===== config.mk =====
export PLATFORM = sky130hd
export DESIGN_NAME = neuron_accumulator
export DESIGN_NICKNAME = d
export VERILOG_FILES = /design/src/rtl/nn_fixed_pkg.sv /design/src/rtl/acc_saturate.sv /design/src/rtl/neuron_accumulator.sv
export SDC_FILE = /design/constraint.sdc
export NUM_CORES = 1
export LEC_CHECK = 0
export ABC_AREA = 1
export ABC_CLOCK_PERIOD_IN_PS = 2700
export CAP_MARGIN = 25
export CORE_MARGIN = 2
export CORE_UTILIZATION = 55
export CTS_BUF_LIST = sky130_fd_sc_hd__clkbuf_4
export DETAILED_ROUTE_END_ITERATION = 16
export PLACE_DENSITY_LB_ADDON = 0.25
export SLEW_MARGIN = 10
export SYNTH_ARGS = -nofsm -noshare
export SYNTH_HDL_FRONTEND = slang
export SYNTH_SLANG_ARGS = --single-unit

===== constraint.sdc =====
create_clock -name clk -period 2.7 [get_ports clk]
set_input_delay 0.54 -clock clk [delete_from_list [all_inputs] [get_ports clk]]
set_output_delay 0.54 -clock clk [all_outputs]
set_load 0.02 [all_outputs]

===== src/rtl/nn_fixed_pkg.sv =====
// nn_fixed_pkg -- shared fixed-point definitions for the neuron datapath.
//   TOTAL_BITS_DEF / FRACTION_BITS_DEF : default word format (Q4.12).
//   sat_max_f / sat_min_f               : two's-complement limits of a w-bit word.
//   SAT_MAX_DEF / SAT_MIN_DEF           : limits at the default width (0x7FFF / 0x8000).
//   acc_state_t                         : neuron accumulator state encoding.
package nn_fixed_pkg;

    localparam int TOTAL_BITS_DEF    = 16;
    localparam int FRACTION_BITS_DEF = 12;

    function automatic longint sat_max_f(input int w);
        return (longint'(1) <<< (w - 1)) - 1;
    endfunction

    function automatic longint sat_min_f(input int w);
        return -(longint'(1) <<< (w - 1));
    endfunction

    localparam longint SAT_MAX_DEF = sat_max_f(TOTAL_BITS_DEF);
    localparam longint SAT_MIN_DEF = sat_min_f(TOTAL_BITS_DEF);

    typedef enum logic [1:0] {
        ST_IDLE = 2'd0,
        ST_ACC  = 2'd1,
        ST_OUT  = 2'd2
    } acc_state_t;

endpackage


===== src/rtl/acc_saturate.sv =====
// acc_saturate -- combinational clamp of a wide accumulator to a TOTAL_BITS word.
// Ports:
//   i_acc  [ACC_W]      signed accumulator value
//   o_word [TOTAL_BITS] value clamped to [SAT_MIN, SAT_MAX]
//   o_sat               high when clamping changed the value
module acc_saturate
    import nn_fixed_pkg::*;
#(
    parameter int     TOTAL_BITS = TOTAL_BITS_DEF,
    parameter int     ACC_W      = TOTAL_BITS_DEF + 4,
    parameter longint SAT_MAX    = SAT_MAX_DEF,
    parameter longint SAT_MIN    = SAT_MIN_DEF
) (
    input  logic signed [ACC_W-1:0]      i_acc,
    output logic signed [TOTAL_BITS-1:0] o_word,
    output logic                         o_sat
);

    localparam logic signed [TOTAL_BITS-1:0] W_MAX = TOTAL_BITS'(SAT_MAX);
    localparam logic signed [TOTAL_BITS-1:0] W_MIN = TOTAL_BITS'(SAT_MIN);

    // The value fits in TOTAL_BITS exactly when every bit from the word's
    // sign bit upward is a copy of that sign bit.
    logic [ACC_W-TOTAL_BITS:0] w_hi;
    logic                      w_in_range;

    assign w_hi       = i_acc[ACC_W-1:TOTAL_BITS-1];
    assign w_in_range = (&w_hi) | ~(|w_hi);

    always_comb begin
        o_sat  = ~w_in_range;
        o_word = i_acc[TOTAL_BITS-1:0];
        if (!w_in_range) begin
            o_word = i_acc[ACC_W-1] ? W_MIN : W_MAX;
        end
    end

endmodule


===== src/rtl/neuron_accumulator.sv =====
// neuron_accumulator -- sums a bias plus LEN fixed-point products and emits
// one saturated result per neuron over a valid/ready handshake.
// Ports:
//   clk, rst_n            clock, asynchronous active-low reset
//   start, bias           begin a neuron (accepted in IDLE only), load bias
//   in_valid/in_ready     product handshake; in_data product, in_ovf its overflow flag
//   out_valid/out_ready   result handshake; out_data saturated sum, out_sat flag
//   busy                  high whenever not IDLE
// Build option: define NEURON_ACC_RELU_EN to clamp negative results to 0
// (out_sat still reflects saturation before the clamp).
module neuron_accumulator
    import nn_fixed_pkg::*;
#(
    parameter int TOTAL_BITS    = TOTAL_BITS_DEF,
    parameter int FRACTION_BITS = FRACTION_BITS_DEF,
    parameter int LEN           = 8,
    parameter int GUARD_BITS    = 4
) (
    input  logic                  clk,
    input  logic                  rst_n,
    input  logic                  start,
    input  logic [TOTAL_BITS-1:0] bias,
    input  logic                  in_valid,
    output logic                  in_ready,
    input  logic [TOTAL_BITS-1:0] in_data,
    input  logic                  in_ovf,
    output logic                  out_valid,
    input  logic                  out_ready,
    output logic [TOTAL_BITS-1:0] out_data,
    output logic                  out_sat,
    output logic                  busy
);

    localparam int ACC_W = TOTAL_BITS + GUARD_BITS;
    localparam int CNT_W = 8;

    if (LEN < 1 || LEN > 255) begin : g_bad_len
        $error("neuron_accumulator: LEN must be in 1..255");
    end
    if (GUARD_BITS < $clog2(LEN + 1)) begin : g_bad_guard
        $error("neuron_accumulator: GUARD_BITS too small for LEN");
    end
    if (FRACTION_BITS > TOTAL_BITS - 1) begin : g_bad_frac
        $error("neuron_accumulator: FRACTION_BITS exceeds word width");
    end

    acc_state_t r_state;
    acc_state_t w_state_nxt;

    logic signed [ACC_W-1:0]      r_acc;
    logic        [CNT_W-1:0]      r_cnt;
    logic                         r_ovf;
    logic        [TOTAL_BITS-1:0] r_out_data;
    logic                         r_out_sat;

    logic                         w_load;
    logic                         w_xfer;
    logic                         w_last;
    logic signed [ACC_W-1:0]      w_acc_sum;
    logic signed [TOTAL_BITS-1:0] w_sat_word;
    logic                         w_sat_flag;
    logic        [TOTAL_BITS-1:0] w_out_word;

    // Decoded from the state register rather than in_ready so the handshake
    // does not loop back through the FSM output logic.
    assign w_load    = (r_state == ST_IDLE) & start;
    assign w_xfer    = (r_state == ST_ACC) & in_valid;
    assign w_last    = (r_cnt == CNT_W'(LEN - 1));
    assign w_acc_sum = r_acc + $signed({{GUARD_BITS{in_data[TOTAL_BITS-1]}}, in_data});

    // The result is clamped from the sum that includes the final product, so
    // out_data is ready the cycle the block enters OUT.
    acc_saturate #(
        .TOTAL_BITS (TOTAL_BITS),
        .ACC_W      (ACC_W),
        .SAT_MAX    (sat_max_f(TOTAL_BITS)),
        .SAT_MIN    (sat_min_f(TOTAL_BITS))
    ) u_sat (
        .i_acc  (w_acc_sum),
        .o_word (w_sat_word),
        .o_sat  (w_sat_flag)
    );

`ifdef NEURON_ACC_RELU_EN
    assign w_out_word = w_sat_word[TOTAL_BITS-1] ? '0 : w_sat_word;
`else
    assign w_out_word = w_sat_word;
`endif

    always_ff @(posedge clk or negedge rst_n) begin
        if (!rst_n) begin
            r_state <= ST_IDLE;
        end else begin
            r_state <= w_state_nxt;
        end
    end

    always_comb begin
        w_state_nxt = r_state;
        in_ready    = 1'b0;
        out_valid   = 1'b0;
        busy        = 1'b1;
        case (r_state)
            ST_IDLE: begin
                busy = 1'b0;
                if (start) begin
                    w_state_nxt = ST_ACC;
                end
            end
            ST_ACC: begin
                in_ready = 1'b1;
                if (w_xfer && w_last) begin
                    w_state_nxt = ST_OUT;
                end
            end
            ST_OUT: begin
                out_valid = 1'b1;
                if (out_ready) begin
                    w_state_nxt = ST_IDLE;
                end
            end
            default: begin
                w_state_nxt = ST_IDLE;
            end
        endcase
    end

    always_ff @(posedge clk or negedge rst_n) begin
        if (!rst_n) begin
            r_acc      <= '0;
            r_cnt      <= '0;
            r_ovf      <= 1'b0;
            r_out_data <= '0;
            r_out_sat  <= 1'b0;
        end else if (w_load) begin
            r_acc <= $signed({{GUARD_BITS{bias[TOTAL_BITS-1]}}, bias});
            r_cnt <= '0;
            r_ovf <= 1'b0;
        end else if (w_xfer) begin
            r_acc <= w_acc_sum;
            r_cnt <= r_cnt + 1'b1;
            r_ovf <= r_ovf | in_ovf;
            if (w_last) begin
                r_out_data <= w_out_word;
                r_out_sat  <= w_sat_flag | r_ovf | in_ovf;
            end
        end
    end

    assign out_data = r_out_data;
    assign out_sat  = r_out_sat;

endmodule


==> impl_results.md, run 1 <==
- Status: complete, no violations
- Post-Syn Area: ~0.0035 mm²
- Finish-stage setup viols: 0
- Ports: 58
- CTS root buffer: clkbuf_4
- Total GRT Usage: between 20% and 30%
- Antenna-violating nets left: 0
- Num CTS Buffers: 5
- Yosys top cell area share: between 30% and 40%
- Top_reg_cell synth: dfrtp_1
- Distinct cell type count after synthesis: 38
- CTS sink cnt: 48
- Peak Freq: between 300 and 400 MHz
- Area Growth Syn to Fin: 28.83%
- Hold Fails Final Rpt: 0
- Hpwl dp: 7756 µm
- Hold Crit Class: input pin to async pin
- Total internal power: 2.735 mW
- Startpoint types: input pin
- Port-buffer cells: 57
- Vias in the first global route: 3448
- CTS H-tree lvls: 2
- # rows: 28
- PnR Total Power: ~5.4 mW
- Syn Nets: 517
- Crit path time final: about 2500 ps
- Pre-Repair DR Iteration Count: 5
- Placer Congestion: 0.9445
- Ant. Diodes: 0
- Dpl cell area: approximately 0.0044 mm²
- Post-DR wirelength/cell: roughly 15 µm
- Reg2reg path depth: 16
- Clk buf depth: 2
- First-pass GRT wire length: 16250 µm
- Max-slew violations: 0
- Switching Fraction: around half
- Crit. End Element: flip-flop
- Worst path max stage delay: roughly 480 ps
- DR vias/cell: between 5 and 6
- TritonCTS clock tree: built
- Post-synth EDFFs: 0
- Post-synthesis async set-or-reset flop share: between 90% and 100%
- Top cell type by total area after synthesis: dfrtp_1
- Most instantiated library cell after synthesis: nand2_1
- Initial DRC count: between 200 and 300
- Psw: between 2 and 3 mW
- Clock power share: 6.4%
- Top cells by count, synth: nand2_1 (156), dfrtp_1 (48), inv_1 (46), nand3_1 (36), nand3_2 (23)
- Reg2Reg Setup Slack: ~350 ps
- Largest net degree at the start of global routing: 23
- Pwr/cell area: 1215 mW/mm²
- Final WS setup: 151.2 ps
- Share of cells above drive strength 1: 17.89%
- Worst skew pair latency: between 300 and 400 ps
- Post-CTS setup buffers: 0
- Finished layout cell area: 0.004456 mm²
- Crit-path leading delay family: simple AND/OR/NAND/NOR gates
- WP depth: 10
- CP Data Arrival Time: between 2000 and 3000 ps
- Post-Syn Instances: between 400 and 500
- Critical path type: input pin to flip-flop
- Worst-path clk slew: around 150 ps
- Crit-path cells: clkdlybuf4s50_1 -> ha_1 -> a21oi_1 -> o21ai_0 -> a21oi_1 -> nand3_1 -> nand2_2 -> nand3_2 -> nand3_4 -> nand3_2
- Core ar.: 0.005991 mm²
- Global-route congestion overflow total: 0
- Total Nets Final: 617
- VDD IR max: 0.6013 mV
- Worst Path Max Fanout: 15
- Comb pwr share: 70.2%
- Req. time, crit path: 2960 ps
- Avg Cell Area, Syn: 7.551 µm²
- Via count: between 3000 and 4000
- Tcrit/Tclk final: between 90% and 100%
- Highest-delay cell along the critical path: clkdlybuf4s50_1
- Initial Util: between 50% and 60%
- Die ar.: ~0.0069 mm²
- Flop pwr share: approximately a quarter
- Leak Pwr: 2.283 nW
- Residual DRC: 0
- Relative slew slack: 69.58%
- Max Cap Viol: 0
- WP buf/inv: 1
- Worst-margin pin slew: 453.1 ps
- Yosys warning total: 0
- RSZ-0062 raised after global routing: false
- Synth area leaders: dfrtp_1 (35%), nand2_1 (17%), ha_1 (7.2%)
- Number of antenna violations at the first check in global routing: 0
- Die Y: 83.30 µm
- WL final: slightly below 10000 µm
- Synth Register Bits: 48
- Die X: about 83 µm
- Sequential cell area fraction in the yosys report: 34.73%
- DP Worst Slack: -209.8 ps
- Setup Skew: about 10 ps
==> routing by layer <==
metal  GRT usage (%)  wire length (µm)  part of all wire (%)  up-vias
met2           50.51              4957                    51      148
met5               0                 0                     0        -
met1           35.62              3940                    41     1608
li1                -                 -                     -     1698
met4           10.13               262                   2.7        0
met3           5.070               551                   5.7       25
==> worst paths after layout <==
check / start / end
hold reg to reg: r_acc[0] / r_acc[0]
hold / removal: rst_n / r_acc[12]
setup / recovery: in_data[15] / out_data[12]
min in group clk: r_acc[0] / r_acc[0]
max in group asynchronous: rst_n / r_acc[11]
setup reg to reg: r_acc[0] / out_sat
==> cell families (layout without fill, tap and decap cells) <==
family | count (synthesis) | count (layout) | share of synthesized area (%)
compound gates | 50 | 50 | 9.009
xor+xnor | 14 | 14 | 3.546
fa+ha+maj | 21 | 21 | 7.815
buf+inv | 61 | 162 | 7.525
flops | 48 | 48 | 34.73
simple gates | 264 | 264 | 37.37
==> placed cells by master, fill, tap and decap left out, drive strengths merged <==
cell type	instances
clkinvlp	2
nor2	24
buf	46
nor4	1
o21bai	1
clkinv	3
clkbuf	5
a21o	1
o31ai	2
or2	1
clkdlybuf4s50	56
a21oi	21
dfrtp	48
o211ai	11
o21ai	10
inv	50
xnor2	9
nor3	8
nand4	1
nand3	60
fa	1
a22o	1
nand2	166
a31oi	3
ha	20
and3	3
xor2	5
==> sequential cells by signal, indices dropped and copies added, names as in the netlist <==
register  flops
r_acc        20
out_data     16
r_cnt         8
r_state       2
out_sat       1
r_ovf         1
==> through the flow <==
step	instances	utilization, %	hold WS, ps	setup TNS [ps]
4_1_cts	634	74.23	76.59	0
3_5_place_dp	626	73.29	478.1	-2809
6_report	634	74.37	66.01	0
5_1_grt	634	74.37	69.51	0
2_1_floorplan	458	-	244.4	0
3_3_place_gp	626	73.29	481.9	-1417
==> power groups by stage <==
| stage | logic [mW] | clock network [mW] | registers, mW |
|---|---|---|---|
| final | 3.80 | 0.345 | 1.27 |
| after global routing | 4.14 | 0.374 | 1.29 |
| after CTS | 3.74 | 0.346 | 1.26 |
| after detailed placement | 3.71 | 0 | 1.27 |
| after global placement | 3.59 | 0 | 1.26 |
| after floorplan | 2.22 | 0 | 1.34 |
==> worst reg2reg max path: stages (launching register included) <==
cell     delay [ps]
dfrtp_1         410
ha_1            210
fa_1            400
nand2_1          70
nand2_1          60
nand3_1          80
nand2_1          80
nand2_1         100
nand2_1          80
nand2_1          70
nand2_1          80
nor2_2          140
nand3_2         130
nand2_8         160
nand3_1          90
nand2_1          60
inv_1            30
==> cell type report <==
type                       instances  area, µm²
inverter                          52      195.2
multi-input combinational        349       2006
clock buffer                       5      37.54
clock inverter                     3      18.77
sequential                        48       1201
timing repair buffer             102      903.4
fill                             468       1535
tap                               75      93.84
==> timing repair <==
action                     CTS  global route
hold endpoints to repair     0             0
hold buffers                 0             0
resized for setup            0             1
setup endpoints to repair    0             1
Power figures use the tool's default switching activity.
==> run 2, diff against run 1 <==
--- a/config.mk
+++ b/config.mk
@@ -12,6 +12,7 @@
 export CORE_UTILIZATION = 55
 export CTS_BUF_LIST = sky130_fd_sc_hd__clkbuf_4
 export DETAILED_ROUTE_END_ITERATION = 16
+export MAX_ROUTING_LAYER = met4
 export PLACE_DENSITY_LB_ADDON = 0.25
 export SLEW_MARGIN = 10
 export SYNTH_ARGS = -nofsm -noshare
==> impl_results.md, run 2 (synthesis results as in run 1) <==
- Status: complete, no violations
- Initial Util: 57.73%
- CTS root buffer: clkbuf_4
- Crit path time final: between 2000 and 3000 ps
- Max Cap Viol: 0
- Port-buffer cells: 57
- Num CTS Buffers: 5
- Die ar.: 0.006938 mm²
- Clock power share: a little under a tenth
- Total internal power: roughly 2.9 mW
- CP Data Arrival Time: around 2800 ps
- Cts repair resizes: 0
- Comb pwr share: 67.8%
- Finished Layout Cells: around 630
- Worst Path Max Fanout: 16
- Ports: 58
- Crit-path leading delay family: simple AND/OR/NAND/NOR gates
- Worst skew pair latency: 370 ps
- Psw: around 2.6 mW
- Finish-stage setup viols: 0
- CTS sink cnt: 48
- Reg2Reg Setup Slack: 350 ps
- Tcrit/Tclk final: about 93%
- Hold Crit Class: input pin to async pin
- Peak Freq: between 300 and 400 MHz
- Most repeated library cell on the critical path: nand2_1
- Post-DR wirelength/cell: about 15 µm
- Worst-path clk slew: approximately 140 ps
- WL final: around 9600 µm
- Total Nets Final: roughly 620
- Antenna-violating nets left: 0
- Largest net degree at the start of global routing: 23
- Capture point of the worst reg-to-reg path: out_sat
- WP depth: 17
- Placer Congestion: a little under 1
- DR vias/cell: around 5.4
- Clk buf depth: 2
- Post-CTS setup buffers: 0
- Initial DRC count: about 300
- # placed instances: ~630
- Relative slew slack: approximately 72%
- Largest Register: r_acc
- Via count: between 3000 and 4000
- Hpwl dp: between 7000 and 8000 µm
- Switching Fraction: 47.42%
- Max-slew violations: 0
- CTS H-tree lvls: 2
- Setup Skew: around 12 ps
- Total GRT Usage: around 29%
- Global-route congestion overflow total: 0
- Req. time, crit path: around 3000 ps
- Die X: around 83 µm
- Hold Fails Final Rpt: 0
- Most frequent cells in the layout: nand2_1 (156), clkdlybuf4s50_1 (56), dfrtp_1 (48), inv_1 (46), buf_4 (45)
- WP buf/inv: 2
- PnR Total Power: about 5.5 mW
- Area Growth Syn to Fin: 29.78%
- Leak Pwr: ~2.3 nW
- Core ar.: around 0.006 mm²
- Flop pwr share: 22.8%
- Residual DRC: 0
- Ant. Diodes: 0
- Reg2reg path depth: 16
- Worst-margin pin slew: between 400 and 500 ps
- Crit path capture: out_sat
- Vias in the first global route: 3426
- VDD IR max: 0.7365 mV
- Critical Path Start: in_data[0]
- Die Y: ~83 µm
- TritonCTS clock tree: built
- RR Startpoint: r_acc[0]
- Filler instances: around 470
- First-pass GRT wire length: 16060 µm
- Crit. End Element: flip-flop
- Crit-path cells: clkdlybuf4s50_1 -> ha_1 -> fa_1 -> nand2_1 -> nand2_1 -> nand3_1 -> nand2_1 -> nand2_1 -> nand2_1 -> nand2_1 -> nand2_1 -> nor2_2 -> nand3_2 -> nand2_4 -> nand3_1 -> nand2_1 -> inv_1
- Highest-delay cell along the critical path: clkdlybuf4s50_1
- Startpoint types: input pin
- Pwr/cell area: 1234 mW/mm²
- # rows: 28
- Number of antenna violations at the first check in global routing: 0
- Critical path type: input pin to flip-flop
- Pre-Repair DR Iteration Count: 5
- Worst path max stage delay: roughly 400 ps
- RSZ-0062 raised after global routing: false
- Hold Buf Count CTS: 0
- Max reg flops: 20
- Share of cells above drive strength 1: approximately 18%
- Most common library cell in the layout ignoring fill and taps: nand2_1
[run 2: cell count changes in the layout (fill, tap and decap cells not counted), sizes merged]
cell	before	now
clkinvlp	2	0
bufinv	0	2
clkinv	3	2
[run 2: area by class of cell]
cell class                 instances  area [µm²]  area share (%)
clock inverter                     2       60.06           1.338
multi-input combinational        349        1997           44.49
inverter                          52       195.2           4.349
sequential                        48        1201           26.76
timing repair buffer             102       903.4           20.13
tap                               75       93.84           2.091
clock buffer                       5       37.54          0.8364
[run 2: power by group through the flow]
stage          sequential, mW  clock [mW]  combinational (mW)
6_report                 1.27       0.517                3.75
5_1_grt                  1.29       0.549                4.10
4_1_cts                  1.26       0.519                3.73
3_5_place_dp             1.27           0                3.71
3_3_place_gp             1.25           0                3.59
2_1_floorplan            1.34           0                2.22
[run 2: metrics by stage]
stage                     setup WS (ps)  instance area [µm²]  hold WS, ps  TNS (ps)  utilization [%]
after floorplan                   351.1                 3458        244.4         0                -
after global placement           -136.3                 4390        479.4     -1449            73.29
after detailed placement         -192.0                 4390        484.3     -2534            73.29
after CTS                         205.6                 4488        85.21         0            74.92
after global routing              29.77                 4488        99.04         0            74.92
final                             192.3                 4488        72.78         0            74.92
[run 2: routing by layer]
layer	GRT usage, %	vias to the layer above	routed length (µm)
met3	3.678	25	463
met2	49.19	107	4820
met4	12.07	0	279
met5	-	-	0
met1	35.86	1591	4000
li1	-	1692	-
[run 2: worst min-delay path by stage]
stage                     depth (start not counted)           end
after detailed placement                          2  out_data[15]
after global routing                              1    r_state[0]
after floorplan                                   0   out_data[0]
after global placement                            1     r_acc[15]
after CTS                                         1     r_acc[13]
final                                             1     r_acc[13]
